File: src/rtl/uart_pkg.sv
// Constants and types shared by both ends of the measurement frame link.
// The channel field offsets are used by the transmitter and the receiver, so both pack frames the same way.
package uart_pkg;

    localparam int DEF_CLKS_PER_BIT = 434;
    localparam int FRAME_BYTES      = 16;
    localparam int CH_W             = 10;
    localparam int NUM_CH           = 4;
    localparam int DEC_BYTES        = 8;

    // Bit offset of each channel in the little-endian frame (byte k holds bits 8k+7..8k)
    localparam int CH0_OFF = 6;
    localparam int CH1_OFF = 22;
    localparam int CH2_OFF = 38;
    localparam int CH3_OFF = 54;

    typedef enum logic [1:0] {
        IDLE  = 2'd0,
        START = 2'd1,
        DATA  = 2'd2,
        STOP  = 2'd3
    } rx_state_e;

endpackage

File: src/rtl/uart_byte_rx.sv
// 8N1 byte receiver: RXD synchroniser, bit-timing counter and byte FSM.
// byte_done/byte_err are single-cycle strobes raised in the stop-bit sample cycle.
module uart_byte_rx
    import uart_pkg::*;
#(
    parameter int CLKS_PER_BIT = DEF_CLKS_PER_BIT
) (
    input  logic       clk,
    input  logic       rst_n,
    input  logic       rxd,
    output logic [7:0] rx_byte,
    output logic       byte_done,
    output logic       byte_err,
    output logic       line_idle
);

    localparam int               CNT_W   = $clog2(CLKS_PER_BIT);
    localparam logic [CNT_W-1:0] HALF_M1 = CNT_W'(CLKS_PER_BIT / 2 - 1);
    localparam logic [CNT_W-1:0] FULL_M1 = CNT_W'(CLKS_PER_BIT - 1);

    logic             sync1_r;
    logic             rxs_r;
    rx_state_e        state_r;
    rx_state_e        state_s;
    logic [CNT_W-1:0] cnt_r;
    logic [CNT_W-1:0] cnt_s;
    logic [2:0]       bit_r;
    logic [2:0]       bit_s;
    logic [7:0]       shift_r;
    logic [7:0]       shift_s;
    logic             armed_r;
    logic             armed_s;
    logic             done_s;
    logic             err_s;

    // Two-flop synchroniser for the asynchronous line; resets to the idle level
    always_ff @(posedge clk or negedge rst_n) begin
        if (!rst_n) begin
            sync1_r <= 1'b1;
            rxs_r   <= 1'b1;
        end else begin
            sync1_r <= rxd;
            rxs_r   <= sync1_r;
        end
    end

    // Byte FSM state and datapath registers
    always_ff @(posedge clk or negedge rst_n) begin
        if (!rst_n) begin
            state_r <= IDLE;
            cnt_r   <= '0;
            bit_r   <= 3'd0;
            shift_r <= 8'h00;
            armed_r <= 1'b0;
        end else begin
            state_r <= state_s;
            cnt_r   <= cnt_s;
            bit_r   <= bit_s;
            shift_r <= shift_s;
            armed_r <= armed_s;
        end
    end

    // Next-state logic; armed_r makes IDLE see a high line before accepting a start edge
    always_comb begin
        state_s = state_r;
        cnt_s   = cnt_r;
        bit_s   = bit_r;
        shift_s = shift_r;
        armed_s = armed_r;
        done_s  = 1'b0;
        err_s   = 1'b0;
        case (state_r)
            IDLE: begin
                cnt_s = '0;
                bit_s = 3'd0;
                if (rxs_r) begin
                    armed_s = 1'b1;
                end else if (armed_r) begin
                    state_s = START;
                end else begin
                    state_s = IDLE;
                end
            end
            START: begin
                if (cnt_r == HALF_M1) begin
                    cnt_s   = '0;
                    state_s = rxs_r ? IDLE : DATA;
                end else begin
                    cnt_s = cnt_r + CNT_W'(1);
                end
            end
            DATA: begin
                if (cnt_r == FULL_M1) begin
                    cnt_s   = '0;
                    shift_s = {rxs_r, shift_r[7:1]};
                    if (bit_r == 3'd7) begin
                        state_s = STOP;
                    end else begin
                        bit_s = bit_r + 3'd1;
                    end
                end else begin
                    cnt_s = cnt_r + CNT_W'(1);
                end
            end
            STOP: begin
                if (cnt_r == FULL_M1) begin
                    cnt_s   = '0;
                    state_s = IDLE;
                    if (rxs_r) begin
                        done_s = 1'b1;
                    end else begin
                        err_s   = 1'b1;
                        armed_s = 1'b0;
                    end
                end else begin
                    cnt_s = cnt_r + CNT_W'(1);
                end
            end
            default: begin
                state_s = IDLE;
                cnt_s   = '0;
                armed_s = 1'b0;
            end
        endcase
    end

    assign rx_byte   = shift_r;
    assign byte_done = done_s;
    assign byte_err  = err_s;
    assign line_idle = (state_r == IDLE) && rxs_r;

endmodule

File: src/rtl/uart_frame_rx.sv
// Frame receiver: collects NUM_BYTES bytes, delimits frames by line-idle timeout
// and unpacks the four 10-bit channel values from the first eight bytes.
module uart_frame_rx
    import uart_pkg::*;
#(
    parameter int CLKS_PER_BIT = DEF_CLKS_PER_BIT,
    parameter int NUM_BYTES    = FRAME_BYTES,
    parameter int IDLE_BITS    = 20
) (
    input  logic                           clk,
    input  logic                           rst_n,
    input  logic                           RXD,
    output logic [NUM_CH*CH_W-1:0]         ver_data,
    output logic                           ver_valid,
    output logic                           frame_err,
    output logic [$clog2(NUM_BYTES+1)-1:0] byte_idx
);

    localparam int               IDX_W      = $clog2(NUM_BYTES + 1);
    localparam int               BUF_AW     = $clog2(DEC_BYTES);
    localparam int               IDLE_LIMIT = IDLE_BITS * CLKS_PER_BIT;
    localparam int               IC_W       = $clog2(IDLE_LIMIT + 1);
    localparam logic [IDX_W-1:0] LAST_IDX   = IDX_W'(NUM_BYTES);
    localparam logic [IDX_W-1:0] DEC_IDX    = IDX_W'(DEC_BYTES);
    localparam logic [IC_W-1:0]  IDLE_MAX   = IC_W'(IDLE_LIMIT);
    localparam logic [IC_W-1:0]  IDLE_HIT   = IC_W'(IDLE_LIMIT - 1);

    logic [7:0]             rx_byte_s;
    logic                   byte_done_s;
    logic                   byte_err_s;
    logic                   line_idle_s;
    logic [IC_W-1:0]        idle_cnt_r;
    logic                   timeout_s;
    logic [7:0]             buf_r [DEC_BYTES];
    logic [DEC_BYTES*8-1:0] dec_s;
    logic [NUM_CH*CH_W-1:0] unpack_s;
    logic                   unused_fill_s;

    uart_byte_rx #(
        .CLKS_PER_BIT(CLKS_PER_BIT)
    ) u_byte_rx (
        .clk       (clk),
        .rst_n     (rst_n),
        .rxd       (RXD),
        .rx_byte   (rx_byte_s),
        .byte_done (byte_done_s),
        .byte_err  (byte_err_s),
        .line_idle (line_idle_s)
    );

    // Flatten the decoded bytes into frame bit order
    always_comb begin
        dec_s = '0;
        for (int i = 0; i < DEC_BYTES; i++) begin
            dec_s[i*8 +: 8] = buf_r[i];
        end
    end

    assign unpack_s = {dec_s[CH3_OFF +: CH_W], dec_s[CH2_OFF +: CH_W],
                       dec_s[CH1_OFF +: CH_W], dec_s[CH0_OFF +: CH_W]};

    // The low six bits of each even byte carry no channel data
    assign unused_fill_s = ^{dec_s[CH0_OFF-1:0], dec_s[CH1_OFF-1:CH0_OFF+CH_W],
                             dec_s[CH2_OFF-1:CH1_OFF+CH_W], dec_s[CH3_OFF-1:CH2_OFF+CH_W]};

    assign timeout_s = line_idle_s && (idle_cnt_r == IDLE_HIT);

    // Saturating idle-line counter, cleared whenever the byte FSM leaves idle
    always_ff @(posedge clk or negedge rst_n) begin
        if (!rst_n) begin
            idle_cnt_r <= '0;
        end else if (!line_idle_s) begin
            idle_cnt_r <= '0;
        end else if (idle_cnt_r != IDLE_MAX) begin
            idle_cnt_r <= idle_cnt_r + IC_W'(1);
        end else begin
            idle_cnt_r <= idle_cnt_r;
        end
    end

    // Frame assembly; the full-frame check sits first so a completed frame is
    // published the cycle after its last byte, and byte_done outranks the timeout
    always_ff @(posedge clk or negedge rst_n) begin
        if (!rst_n) begin
            ver_data  <= '0;
            ver_valid <= 1'b0;
            frame_err <= 1'b0;
            byte_idx  <= '0;
            for (int i = 0; i < DEC_BYTES; i++) begin
                buf_r[i] <= 8'h00;
            end
        end else begin
            ver_valid <= 1'b0;
            frame_err <= 1'b0;
            if (byte_idx == LAST_IDX) begin
                ver_valid <= 1'b1;
                ver_data  <= unpack_s;
                byte_idx  <= '0;
            end else if (byte_done_s) begin
                if (byte_idx < DEC_IDX) begin
                    buf_r[byte_idx[BUF_AW-1:0]] <= rx_byte_s;
                end
                byte_idx <= byte_idx + IDX_W'(1);
            end else if (byte_err_s) begin
                frame_err <= 1'b1;
                byte_idx  <= '0;
            end else if (timeout_s && (byte_idx != '0)) begin
                frame_err <= 1'b1;
                byte_idx  <= '0;
            end
        end
    end

endmodule

File: config.mk
export PLATFORM = sky130hd
export DESIGN_NAME = uart_frame_rx
export DESIGN_NICKNAME = d
export VERILOG_FILES = /design/src/rtl/uart_pkg.sv /design/src/rtl/uart_byte_rx.sv /design/src/rtl/uart_frame_rx.sv
export SDC_FILE = /design/constraint.sdc
export NUM_CORES = 1
export LEC_CHECK = 0
export ABC_CLOCK_PERIOD_IN_PS = 2550
export BUFFER_PORTS_ARGS = -buffer_cell sky130_fd_sc_hd__buf_4
export CORE_MARGIN = 2
export CORE_UTILIZATION = 45
export DETAILED_ROUTE_END_ITERATION = 8
export GPL_ROUTABILITY_DRIVEN = 0
export GPL_TIMING_DRIVEN = 1
export PLACE_DENSITY_LB_ADDON = 0.2
export SYNTH_ARGS = -nofsm -noshare
export SYNTH_HDL_FRONTEND = slang
export SYNTH_SLANG_ARGS = --single-unit
File: constraint.sdc
create_clock -name clk -period 2.55 [get_ports clk]
set_input_delay 0.3825 -clock clk [delete_from_list [all_inputs] [get_ports clk]]
set_output_delay 0.3825 -clock clk [all_outputs]
set_load 0.05 [all_outputs]
==> metrics.csv, run 1 <==
stage,metric,value,unit
synthesis,Syn. warnings,0,
sta,Worst-Margin Slew,594,ps
detailed_routing,1st-pass router iterations,6,
die,core area,0.0119,mm²
worst_setup_path,CP max FO,11,
worst_setup_path,Crit. Startpoint,u_byte_rx.rxs_r$_DFF_PN1_,
flow_run,max-cap viol count,0,
clock_network,Clock Path Buffers,2,
synthesis,count of different cell masters after synthesis,56,
sta,unrepaired setup endpoints after global routing,no,
cells_and_area,"most common cell after layout, fill and taps aside",nand2_1,
synthesis,largest family of logic cells by synthesized area,simple AND/OR/NAND/NOR gates,
worst_setup_path,Worst Setup End Kind,flop,
sta,Clock Skew,7.84,ps
detailed_routing,drt via density,5.17,
worst_setup_path,slowest cell on the critical path,dfstp_2,
synthesis,simple-gate share of the synthesized area,0.212,
clock_network,Clock transition at path regs,50,ps
worst_setup_path,critical-path cell list,"or3b_4, nor4_2, and3_1, mux2_2",
pwr,P_leak,0.00332,µW
synthesis,post-synth top area cell,dfrtp_1,
synthesis,Synth Area in Adders,0.0208,
grt,Total GRT Usage,0.190,
worst_setup_path,Required @ worst endpoint,2840,ps
pwr,Peak VDD IR,0.000374,V
die,Die Y-Extent,114,µm
min_path,worst hold path class,in -> reg,
synthesis,multiplexer area fraction after synthesis,0.106,
worst_setup_path,Worst R2R Start,u_byte_rx.rxs_r$_DFF_PN1_,
clock_network,Post-CTS Setup Repair Bufs,0,
die,I/O pin total,50,
outcome,outcome,finished clean,
detailed_routing,via count,3704,
grt,first-pass GRT wire length,19000,µm
clock_network,CTS Buf Count,17,
clock_network,CTS Sinks,126,
grt,Overflow after GRT,0,
placed_design,PortBufs,49,
synthesis,Gate Count Post-Synth,494,
die,Die W,114,µm
sta,final worst-path cycle share,0.883,
die,Initial Utilization,0.456,
synthesis,"FFs w/ async S/R, synth",1.00,
synthesis,syn nets,506,
synthesis,post-synthesis xor/xnor area fraction,0.0308,
synthesis,Compound-Gate Fraction of Synth Area,0.0262,
min_path,Hold Startpoint,RXD,
worst_setup_path,"CP delay by family, top",simple AND/OR/NAND/NOR gates,
synthesis,Yosys reg bits,126,
clock_network,H-tree depth,4,
sta,minimum clock period,2250,ps
clock_network,Skew-Pair Late Insertion Delay,410,ps
synthesis,synth top area cells,"dfrtp_1 57%, nand2_1 10%, mux2_2 9.8%",
pwr,Pwr Density,704,mW/mm²
synthesis,dominant synthesized flop cell,dfrtp_1,
placed_design,hpwl dp,7540,µm
detailed_routing,Wirelength per Cell,15.5,µm
synthesis,mapped cell area,0.00540,mm²
clock_network,cts hold-fix bufs,1,
sta,Final Setup Violations,0,
sta,Max Slew Vio Count,0,
synthesis,register area share after synthesis,0.584,
sta,worst rel slew slack,0.604,
worst_setup_path,CP peak stage delay,630,ps
grt,largest net degree at the start of global routing,62,
worst_setup_path,Buf/Inv on CP,0,
cells_and_area,layout cells sized above 1,0.255,
synthesis,Post-Syn Area per Cell,10.9,µm²
detailed_routing,antenna-violating nets left,0,
sta,Max Fclk,444,MHz
worst_setup_path,Worst EP arrival,2540,ps
clock_network,root buffer selected by CTS,clkbuf_16,
die,row count,40,
cells_and_area,"commonest non-fill, non-tap cells in the layout","147 x nand2_1, 124 x dfrtp_1, 57 x buf_4, 47 x mux2_2, 32 x nor2_1",
clock_network,post-CTS sizing,0,
cells_and_area,fin util,0.551,
synthesis,number of synthesized flops with an enable pin,0,
sta,endpoints failing hold,0,
cells_and_area,synthesis-to-finish area growth,21.0,%
cells_and_area,n_diodes,0,
cells_and_area,fin nets,568,
synthesis,Yosys top cell area share,0.574,
worst_setup_path,critical setup path kind,reg -> reg,
grt,initial antenna violation count,0,
clock_network,CTS tree,built,
sta,final setup TNS,0,ps
grt,vias in the first global route,3790,
die,die area,0.0129,mm²
detailed_routing,DRC viols,0,
worst_setup_path,Setup crit start kind,flop,
detailed_routing,routed wire length,11100,µm
detailed_routing,First DRT Iteration DRCs,172,
path summary, 6_finish.rpt:
check / to / slack [ps] / cells past startpoint
min reg2reg: u_byte_rx.rxs_r$_DFF_PN1_ / 350 / 0
max reg2reg: buf_r[15]$_DFFE_PN0P_ / 300 / 4
max: buf_r[15]$_DFFE_PN0P_ / 300 / 4
min: u_byte_rx.sync1_r$_DFF_PN1_ / 70 / 1
min in group asynchronous: ver_data[10]$_DFFE_PN0N_ / 510 / 2
max in group asynchronous: u_byte_rx.cnt_r[6]$_DFF_PN0_ / 1300 / 3
report_power, final:
| part | internal, µW | total, µW | switching (µW) |
|---|---|---|---|
| clock | 1460 | 2290 | 829 |
| combinational | 84.2 | 203 | 119 |
| sequential | 2050 | 2110 | 67.2 |
| total | 3590 | 4600 | 1010 |
metrics by stage:
step	instances	setup WS, ps	instance area [µm²]	power [µW]	hold slack [ps]
after floorplan	494	457	5400	2260	86.9
after global placement	683	437	5970	2340	349
after detailed placement	683	319	5970	2350	347
after CTS	716	305	6540	4660	60.8
after global routing	716	242	6540	4780	58.9
final	716	299	6540	4600	71.7
cells in the mapped netlist (2+ instances only):
cell / n
mux2_2: 47
o2bb2ai_1: 2
dfrtp_1: 124
buf_1: 6
clkbuf_1: 7
xnor2_1: 11
nand2_1: 147
o31ai_1: 2
mux2_1: 3
o21ai_0: 3
dfstp_2: 2
nand2b_1: 3
or3_1: 2
xor2_1: 8
nor3_1: 4
nor2_1: 32
nor4_1: 3
and4_1: 2
or4_1: 2
o221ai_1: 3
nand3b_1: 2
a21oi_1: 5
ha_1: 9
and3_1: 2
nand4_1: 6
nand3_1: 16
nand2_4: 3
inv_1: 10
layout make-up:
cell class                      instances  area, µm²
Fill cell                            1054       5320
Sequential cell                       126       3160
Multi-Input combinational cell        341       2140
Clock buffer                           25        465
Timing Repair Buffer                   59        458
Tap cell                              147        184
Clock inverter                          7       92.6
Inverter                               11       41.3
sequential cells by signal, indices dropped and copies added (netlist names), named ones only:
signal             flops
idle_cnt_r            14
frame_err              1
u_byte_rx.rxs_r        1
buf_r                 40
u_byte_rx.armed_r      1
u_byte_rx.cnt_r        9
u_byte_rx.bit_r        3
u_byte_rx.rx_byte      8
ver_data              40
u_byte_rx.state_r      1
u_byte_rx.sync1_r      1
ver_valid              1
byte_idx               5
kinds of logic after synthesis:
kind of cell / after synthesis
DFF: 126
xor gates and xnor gates: 19
adders and majority gates: 9
buffers and inverters: 27
AOI/OAI and AO/OA: 20
and+or+nand+nor: 242
muxes: 51
metal layers:
layer | wire length [µm] | global-route usage
met1 | 5130 | 0.245
met2 | 5420 | 0.312
met3 | 370 | 0.0553
met4 | 155 | 0.0610
met5 | 0 | 0
Power figures use the tool's default switching activity.
==> run 2, diff against run 1 <==
--- a/config.mk
+++ b/config.mk
@@ -15,4 +15,5 @@
 export PLACE_DENSITY_LB_ADDON = 0.2
 export SYNTH_ARGS = -nofsm -noshare
 export SYNTH_HDL_FRONTEND = slang
+export SYNTH_HIERARCHICAL = 1
 export SYNTH_SLANG_ARGS = --single-unit
==> metrics.csv, run 2 <==
stage,metric,value,unit,change
worst_setup_path,"CP delay by family, top",simple AND/OR/NAND/NOR gates,,unchanged
grt,first-pass GRT wire length,17200,µm,was 19000 µm
detailed_routing,antenna-violating nets left,0,,unchanged
clock_network,Clock Path Buffers,2,,unchanged
outcome,outcome,finished clean,,unchanged
synthesis,Post-synth top cells,"124 x dfrtp_1, 88 x mux2_2, 23 x nand2_1",,"was 147 x nand2_1, 124 x dfrtp_1, 47 x mux2_2"
sta,endpoints failing hold,0,,unchanged
grt,initial antenna violation count,0,,unchanged
placed_design,hpwl dp,6600,µm,was 7540 µm
grt,busiest grt layer,met2,,unchanged
cells_and_area,filler instances,981,,was 1054
synthesis,Gate Count Post-Synth,402,,was 494
clock_network,cts hold-fix bufs,0,,was 1
sta,Max Slew Vio Count,0,,unchanged
die,Die W,114,µm,about the same
clock_network,CTS Sinks,126,,unchanged
synthesis,Yosys reg bits,126,,unchanged
worst_setup_path,WP depth,9,,was 4
cells_and_area,synthesis-to-finish area growth,22.2,%,was 21.0%
sta,final worst-path cycle share,0.929,,was 0.883
clock_network,Skew-Pair Late Insertion Delay,410,ps,about the same
synthesis,"FFs w/ async S/R, synth",1.00,,unchanged
die,Die Y-Extent,114,µm,about the same
clock_network,Clock transition at path regs,60,ps,was 50 ps
sta,Clock Skew,9.31,ps,was 7.84 ps
grt,largest net degree at the start of global routing,127,,was 62
grt,Overflow after GRT,0,,unchanged
pwr,Pwr Density,727,mW/mm²,was 704 mW/mm²
worst_setup_path,Reg2Reg Depth,9,,was 4
synthesis,simple-gate share of the synthesized area,0.121,,was 0.212
worst_setup_path,slowest cell on the critical path,dfrtp_1,,was dfstp_2
die,Initial Utilization,0.457,,was 0.456
detailed_routing,1st-pass router iterations,4,,was 6
clock_network,H-tree depth,4,,unchanged
synthesis,number of synthesized flops with an enable pin,0,,unchanged
cells_and_area,n_diodes,0,,unchanged
cells_and_area,"most common cell after layout, fill and taps aside",dfrtp_1,,was nand2_1
cells_and_area,fin util,0.559,,was 0.551
clock_network,CTS Buf Count,17,,unchanged
detailed_routing,Wirelength per Cell,16.0,µm,was 15.5 µm
detailed_routing,DRC viols,0,,unchanged
synthesis,mapped cell area,0.00547,mm²,was 0.00540 mm²
cells_and_area,Top Registers,"buf_r x40, ver_data x40, idle_cnt_r x14",,unchanged
placed_design,Cells after DPL,595,,was 683
cells_and_area,fin cells,627,,was 716
clock_network,Post-CTS Setup Repair Bufs,0,,unchanged
sta,Max Fclk,422,MHz,was 444 MHz
synthesis,Yosys top cell area share,0.567,,was 0.574
worst_setup_path,critical-path cell list,"inv_1, ha_1, and4b_1, nand4_1, nor2_2, nor4b_2, buf_4, nand2_1, mux2_2",,"was or3b_4, nor4_2, and3_1, mux2_2"
synthesis,syn nets,414,,was 506
sta,Final Setup Violations,0,,unchanged
synthesis,register area share after synthesis,0.577,,was 0.584
pwr,Peak VDD IR,0.000410,V,was 0.000374 V
synthesis,Post-Syn Area per Cell,13.6,µm²,was 10.9 µm²
detailed_routing,drt via density,5.37,,was 5.17
clock_network,CTS tree,built,,unchanged
worst_setup_path,R2R setup slack,180,ps,was 300 ps
die,I/O pin total,50,,unchanged
worst_setup_path,CP peak stage delay,390,ps,was 630 ps
worst_setup_path,Worst R2R Start,u_byte_rx/cnt_r[1]$_DFF_PN0_,,was u_byte_rx.rxs_r$_DFF_PN1_
cells_and_area,fin nets,479,,was 568
cells_and_area,Reg area,0.00316,mm²,unchanged
grt,Total GRT Usage,0.169,,was 0.190
synthesis,multiplexer area fraction after synthesis,0.188,,was 0.106
min_path,worst hold path class,in -> reg,,unchanged
cells_and_area,layout cells sized above 1,0.415,,was 0.255
synthesis,most frequent cell after synthesis,dfrtp_1,,was nand2_1
synthesis,Syn. warnings,6,,was 0
worst_setup_path,CP max FO,8,,was 11
worst_setup_path,Required @ worst endpoint,2840,ps,about the same
worst_setup_path,Worst Setup End Kind,flop,,unchanged
die,core area,0.0120,mm²,was 0.0119 mm²
grt,met2 usage,0.259,,was 0.312
worst_setup_path,Setup crit start kind,flop,,unchanged
pwr,P_leak,0.00331,µW,was 0.00332 µW
detailed_routing,routed wire length,10000,µm,was 11100 µm
cells_and_area,Multi-input gate area,0.00223,mm²,was 0.00214 mm²
clock_network,post-CTS sizing,0,,unchanged
synthesis,synth top area cells,"dfrtp_1 57%, mux2_2 18%, ha_1 2.1%",,"was dfrtp_1 57%, nand2_1 10%, mux2_2 9.8%"
sta,worst rel slew slack,0.566,,was 0.604
grt,routing usage on met3,0.0513,,was 0.0553
placed_design,PortBufs,49,,unchanged
worst_setup_path,Crit. Startpoint,u_byte_rx/cnt_r[1]$_DFF_PN0_,,was u_byte_rx.rxs_r$_DFF_PN1_
synthesis,Synth Area in Adders,0.0206,,was 0.0208
synthesis,count of different cell masters after synthesis,59,,was 56
worst_setup_path,R2R Path End,buf_r[20]$_DFFE_PN0P_,,was buf_r[15]$_DFFE_PN0P_
die,row count,40,,unchanged
worst_setup_path,Buf/Inv on CP,2,,was 0
sta,minimum clock period,2370,ps,was 2250 ps
synthesis,post-synth top area cell,dfrtp_1,,unchanged
clock_network,root buffer selected by CTS,clkbuf_16,,unchanged
die,die area,0.0131,mm²,was 0.0129 mm²
sta,unrepaired setup endpoints after global routing,yes,,was no
min_path,Hold EP,u_byte_rx/sync1_r$_DFF_PN1_,,was u_byte_rx.sync1_r$_DFF_PN1_
worst_setup_path,critical setup path kind,reg -> reg,,unchanged
synthesis,Compound-Gate Fraction of Synth Area,0.0510,,was 0.0262
synthesis,largest family of logic cells by synthesized area,multiplexers,,was simple AND/OR/NAND/NOR gates
min_path,hold depth,1,,unchanged
min_path,Hold Startpoint,RXD,,unchanged
detailed_routing,First DRT Iteration DRCs,194,,was 172
worst_setup_path,Worst EP arrival,2660,ps,was 2540 ps
sta,Worst-Margin Slew,651,ps,was 594 ps
synthesis,dominant synthesized flop cell,dfrtp_1,,unchanged
synthesis,post-synthesis xor/xnor area fraction,0.0224,,was 0.0308
flow_run,max-cap viol count,0,,unchanged
grt,vias in the first global route,3420,,was 3790
cells_and_area,"commonest non-fill, non-tap cells in the layout","124 x dfrtp_1, 88 x mux2_2, 58 x buf_4, 23 x nand2_1, 17 x clkbuf_16",,"was 147 x nand2_1, 124 x dfrtp_1, 57 x buf_4, 47 x mux2_2, 32 x nor2_1"
grt,met1 usage,0.225,,was 0.245
detailed_routing,via count,3370,,was 3704
## run 2: report_power, final
group	leakage [µW]	switching (µW)	internal, µW	total, µW
logic	0.00127	144	105	249
registers	0.00174	43.6	2050	2090
clock network	0.000300	863	1660	2530
total	0.00331	1050	3810	4860
## run 2: cells by family after synthesis
family / Yosys count
simple gates: 104
flops: 126
xor+xnor: 14
fa+ha+maj: 9
compound gates: 36
mux: 92
buf+inv: 21
## run 2: per-layer routing
metal | share of wire | routed length (µm)
met5 | 0 | 0
met4 | 0.016 | 157
met3 | 0.039 | 391
met2 | 0.48 | 4770
met1 | 0.47 | 4690
## run 2: worst register-to-register path, delay by kind of cell (launching register included)
| family | cells | cell delay (ps) |
|---|---|---|
| DFF | 1 | 390 |
| muxes | 1 | 360 |
| adders and majority gates | 1 | 170 |
| and+or+nand+nor | 5 | 1080 |
| buffers and inverters | 2 | 250 |
## run 2: final cells by class
cell class,instances,share of cell area
tap,147,0.0275
sequential,126,0.472
multi-input combinational,255,0.334
clock inverter,13,0.0281
timing repair buffer,59,0.0681
inverter,8,0.00449
clock buffer,19,0.0662
## run 2: how the worst max path moves through the flow
stage / end / slack (ps)
4_1_cts: buf_r[2]$_DFFE_PN0P_ / 40
3_5_place_dp: buf_r[2]$_DFFE_PN0P_ / 70
6_report: buf_r[20]$_DFFE_PN0P_ / 180
2_1_floorplan: buf_r[0]$_DFFE_PN0P_ / 230
3_3_place_gp: buf_r[15]$_DFFE_PN0P_ / 140
5_1_grt: buf_r[39]$_DFFE_PN0P_ / -60
## run 2: per-stage QoR
step	hold slack [ps]	total power [µW]	area (µm²)	setup TNS, ps	worst slack (ps)
floorplan	86.9	2270	5470	0	230
global placement	346	2370	6050	0	140
detailed placement	351	2380	6050	0	68.2
CTS	58.6	4930	6680	0	43.4
global route	61.0	5050	6690	-852	-55.9
finish	73.4	4860	6690	0	181
==> run 3, diff against run 2 <==
--- a/config.mk
+++ b/config.mk
@@ -5,6 +5,7 @@
 export SDC_FILE = /design/constraint.sdc
 export NUM_CORES = 1
 export LEC_CHECK = 0
+export ABC_AREA = 1
 export ABC_CLOCK_PERIOD_IN_PS = 2550
 export BUFFER_PORTS_ARGS = -buffer_cell sky130_fd_sc_hd__buf_4
 export CORE_MARGIN = 2
==> metrics.csv, run 3 <==
stage,metric,value,unit,change
clock_network,CTS tree,built,,unchanged
worst_setup_path,critical-path cell list,"inv_1, ha_1, nand2_1, nor2_2, nand2_2, nor3_1, inv_1, nor3_4, nand2_4, nor2_8, nor2_1, a21oi_1",,"was inv_1, ha_1, and4b_1, nand4_1, nor2_2, nor4b_2, buf_4, nand2_1, mux2_2"
die,core area,0.0119,mm²,was 0.0120 mm²
clock_network,Clock transition at path regs,60,ps,about the same
sta,Worst-Margin Slew,603,ps,was 651 ps
synthesis,synth top area cells,"dfrtp_1 57%, nand2_1 15%, nor2_1 4.3%",,"was dfrtp_1 57%, mux2_2 18%, ha_1 2.1%"
cells_and_area,n_diodes,0,,unchanged
pwr,Tot Pwr,4880,µW,was 4860 µW
detailed_routing,DRC viols,0,,unchanged
sta,Clock Skew,12.0,ps,was 9.31 ps
synthesis,Yosys reg bits,126,,unchanged
placed_design,PortBufs,49,,unchanged
grt,Overflow after GRT,0,,unchanged
pwr,Psw,1140,µW,was 1050 µW
outcome,outcome,finished clean,,unchanged
sta,Max Slew Vio Count,0,,unchanged
worst_setup_path,Worst R2R Start,u_byte_rx/cnt_r[1]$_DFF_PN0_,,unchanged
worst_setup_path,Setup crit start kind,flop,,unchanged
cells_and_area,"most common cell after layout, fill and taps aside",nand2_1,,was dfrtp_1
flow_run,max-cap viol count,0,,unchanged
min_path,Hold Startpoint,RXD,,unchanged
cells_and_area,layout cells sized above 1,0.163,,was 0.415
clock_network,post-CTS sizing,0,,unchanged
pwr,design internal power,3740,µW,was 3810 µW
synthesis,number of synthesized flops with an enable pin,0,,unchanged
die,row count,40,,unchanged
min_path,Hold EP,u_byte_rx/sync1_r$_DFF_PN1_,,unchanged
worst_setup_path,CP max FO,16,,was 8
sta,Max Fclk,452,MHz,was 422 MHz
synthesis,Gate Count Post-Synth,618,,was 402
clock_network,Clock Path Buffers,2,,unchanged
cells_and_area,fin cells,835,,was 627
worst_setup_path,Required @ worst endpoint,2880,ps,was 2840 ps
cells_and_area,"commonest non-fill, non-tap cells in the layout","214 x nand2_1, 124 x dfrtp_1, 62 x nor2_1, 53 x inv_1, 52 x buf_4",,"was 124 x dfrtp_1, 88 x mux2_2, 58 x buf_4, 23 x nand2_1, 17 x clkbuf_16"
cells_and_area,filler instances,1059,,was 981
sta,final hold slack,74.1,ps,was 73.4 ps
worst_setup_path,R2R Path End,buf_r[21]$_DFFE_PN0P_,,was buf_r[20]$_DFFE_PN0P_
worst_setup_path,Worst Setup End Kind,flop,,unchanged
grt,initial antenna violation count,0,,unchanged
synthesis,post-synth top area cell,dfrtp_1,,unchanged
pwr,Pwr Density,745,mW/mm²,was 727 mW/mm²
die,Initial Utilization,0.458,,was 0.457
synthesis,mapped cell area,0.00545,mm²,was 0.00547 mm²
worst_setup_path,Reg2Reg Depth,12,,was 9
die,die area,0.0130,mm²,was 0.0131 mm²
worst_setup_path,CP peak stage delay,390,ps,about the same
worst_setup_path,critical setup path kind,reg -> reg,,unchanged
placed_design,hpwl dp,7360,µm,was 6600 µm
worst_setup_path,"CP delay by family, top",simple AND/OR/NAND/NOR gates,,unchanged
synthesis,Post-synth top cells,"214 x nand2_1, 124 x dfrtp_1, 62 x nor2_1",,"was 124 x dfrtp_1, 88 x mux2_2, 23 x nand2_1"
pwr,Combinational Power Share,0.068,,was 0.051
detailed_routing,routed wire length,10700,µm,was 10000 µm
detailed_routing,drt via density,4.87,,was 5.37
clock_network,H-tree depth,4,,unchanged
pwr,part of the power in the clock network,0.500,,was 0.519
die,Die W,114,µm,about the same
pwr,P_leak,0.00340,µW,was 0.00331 µW
worst_setup_path,Buf/Inv on CP,2,,unchanged
worst_setup_path,slowest cell on the critical path,dfrtp_1,,unchanged
pwr,switch share,0.234,,was 0.216
cells_and_area,Reg area,0.00316,mm²,unchanged
sta,minimum clock period,2210,ps,was 2370 ps
worst_setup_path,Worst EP arrival,2540,ps,was 2660 ps
clock_network,root buffer selected by CTS,clkbuf_16,,unchanged
worst_setup_path,most frequent CP cell,inv_1,,
synthesis,count of different cell masters after synthesis,35,,was 59
clock_network,CTS Buf Count,17,,unchanged
synthesis,register area share after synthesis,0.579,,was 0.577
sta,final worst setup slack,336,ps,was 181 ps
cells_and_area,synthesis-to-finish area growth,20.2,%,was 22.2%
grt,vias in the first global route,3938,,was 3420
sta,Final Setup Violations,0,,unchanged
grt,Total GRT Usage,0.182,,was 0.169
detailed_routing,First DRT Iteration DRCs,172,,was 194
min_path,worst hold path class,in -> reg,,unchanged
pwr,Seq pwr share,0.432,,was 0.430
detailed_routing,antenna-violating nets left,0,,unchanged
synthesis,Yosys top cell area share,0.569,,was 0.567
placed_design,Cells after DPL,802,,was 595
grt,largest net degree at the start of global routing,60,,was 127
placed_design,Post-Place Worst Slack,341,ps,was 68.2 ps
grt,first-pass GRT wire length,18600,µm,was 17200 µm
clock_network,Skew-Pair Late Insertion Delay,410,ps,about the same
die,I/O pin total,50,,unchanged
pwr,Peak VDD IR,0.000418,V,was 0.000410 V
min_path,hold depth,1,,unchanged
die,Die Y-Extent,114,µm,about the same
synthesis,syn nets,630,,was 414
sta,endpoints failing hold,0,,unchanged
detailed_routing,1st-pass router iterations,4,,unchanged
clock_network,CTS Sinks,126,,unchanged
sta,final worst-path cycle share,0.868,,was 0.929
synthesis,dominant synthesized flop cell,dfrtp_1,,unchanged
synthesis,most frequent cell after synthesis,nand2_1,,was dfrtp_1
sta,final setup TNS,0,ps,unchanged
synthesis,Syn. warnings,6,,unchanged
synthesis,Post-Syn Area per Cell,8.83,µm²,was 13.6 µm²
cells_and_area,Top Registers,"buf_r x40, ver_data x40, idle_cnt_r x14",,unchanged
sta,worst rel slew slack,0.598,,was 0.566
sta,unrepaired setup endpoints after global routing,no,,was yes
detailed_routing,via count,4063,,was 3370
detailed_routing,Wirelength per Cell,12.8,µm,was 16.0 µm
synthesis,"FFs w/ async S/R, synth",1.00,,unchanged
cells_and_area,Multi-input gate area,0.00197,mm²,was 0.00223 mm²
worst_setup_path,R2R setup slack,340,ps,was 180 ps
cells_and_area,fin nets,687,,was 479
==> run 3: cell count changes after synthesis, moves of 5 or more <==
cell      before  now
a21oi_1        8   22
a21oi_2        0    5
and2_1        10    1
inv_1          8   53
mux2_2        88    0
nand2_1       23  214
nand2b_1       5    0
nand3_1       11   26
nor2_1         8   62
nor2b_1        5    0
o21ai_0        4   17
o21ai_1        0   21
xnor2_1        9    1
==> run 3: worst max-delay path by stage <==
stage / from / end / cells after the start
6_report: u_byte_rx/cnt_r[1]$_DFF_PN0_ / buf_r[21]$_DFFE_PN0P_ / 12
4_1_cts: u_byte_rx/cnt_r[1]$_DFF_PN0_ / buf_r[21]$_DFFE_PN0P_ / 12
3_3_place_gp: u_byte_rx/cnt_r[1]$_DFF_PN0_ / buf_r[54]$_DFFE_PN0P_ / 11
2_1_floorplan: u_byte_rx/cnt_r[1]$_DFF_PN0_ / buf_r[49]$_DFFE_PN0P_ / 12
5_1_grt: u_byte_rx/cnt_r[1]$_DFF_PN0_ / buf_r[21]$_DFFE_PN0P_ / 12
3_5_place_dp: u_byte_rx/cnt_r[1]$_DFF_PN0_ / buf_r[18]$_DFFE_PN0P_ / 12
==> run 3: what timing repair did <==
item	4_1_cts	5_1_grt
hold buffers	1	0
setup buffers	0	0
hold endpoints to repair	35	0
==> run 3: power groups by stage <==
stage	Clock (µW)	Sequential, µW	Combinational [µW]
finish	2440	2110	333
global route	2590	2120	400
CTS	2490	2110	340
detailed placement	0	2140	337
global placement	0	2140	327
floorplan	0	2120	252
==> run 3: per-stage QoR <==
| stage | util | cell area, µm² |
|---|---|---|
| final | 0.550 | 6550 |
| after global routing | 0.550 | 6550 |
| after CTS | 0.550 | 6550 |
| after detailed placement | 0.499 | 5940 |
| after global placement | 0.499 | 5940 |
| after floorplan | - | 5450 |
==> run 3: cell families after synthesis <==
group	after synthesis	synth area share
xor gates and xnor gates	7	0.0112
AOI/OAI and AO/OA	72	0.0736
DFF	126	0.579
buffers and inverters	74	0.0596
adders and majority gates	9	0.0206
and+or+nand+nor	330	0.256
==> run 3: routing by layer <==
layer | track usage | part of all wire | vias to the layer above
li1 | - | - | 2056
met1 | 0.233 | 0.47 | 1921
met2 | 0.288 | 0.47 | 72
met3 | 0.0529 | 0.040 | 14
met4 | 0.0829 | 0.016 | 0
met5 | 0 | 0 | -
==> run 3: final cells by class <==
type	instances	share of cell area
multi-input cells	418	0.301
clock inverters	9	0.0206
clock buffers	23	0.0714
repair buffers	54	0.0641
well taps	147	0.0281
inverters	58	0.0332
flip-flops and latches	126	0.481
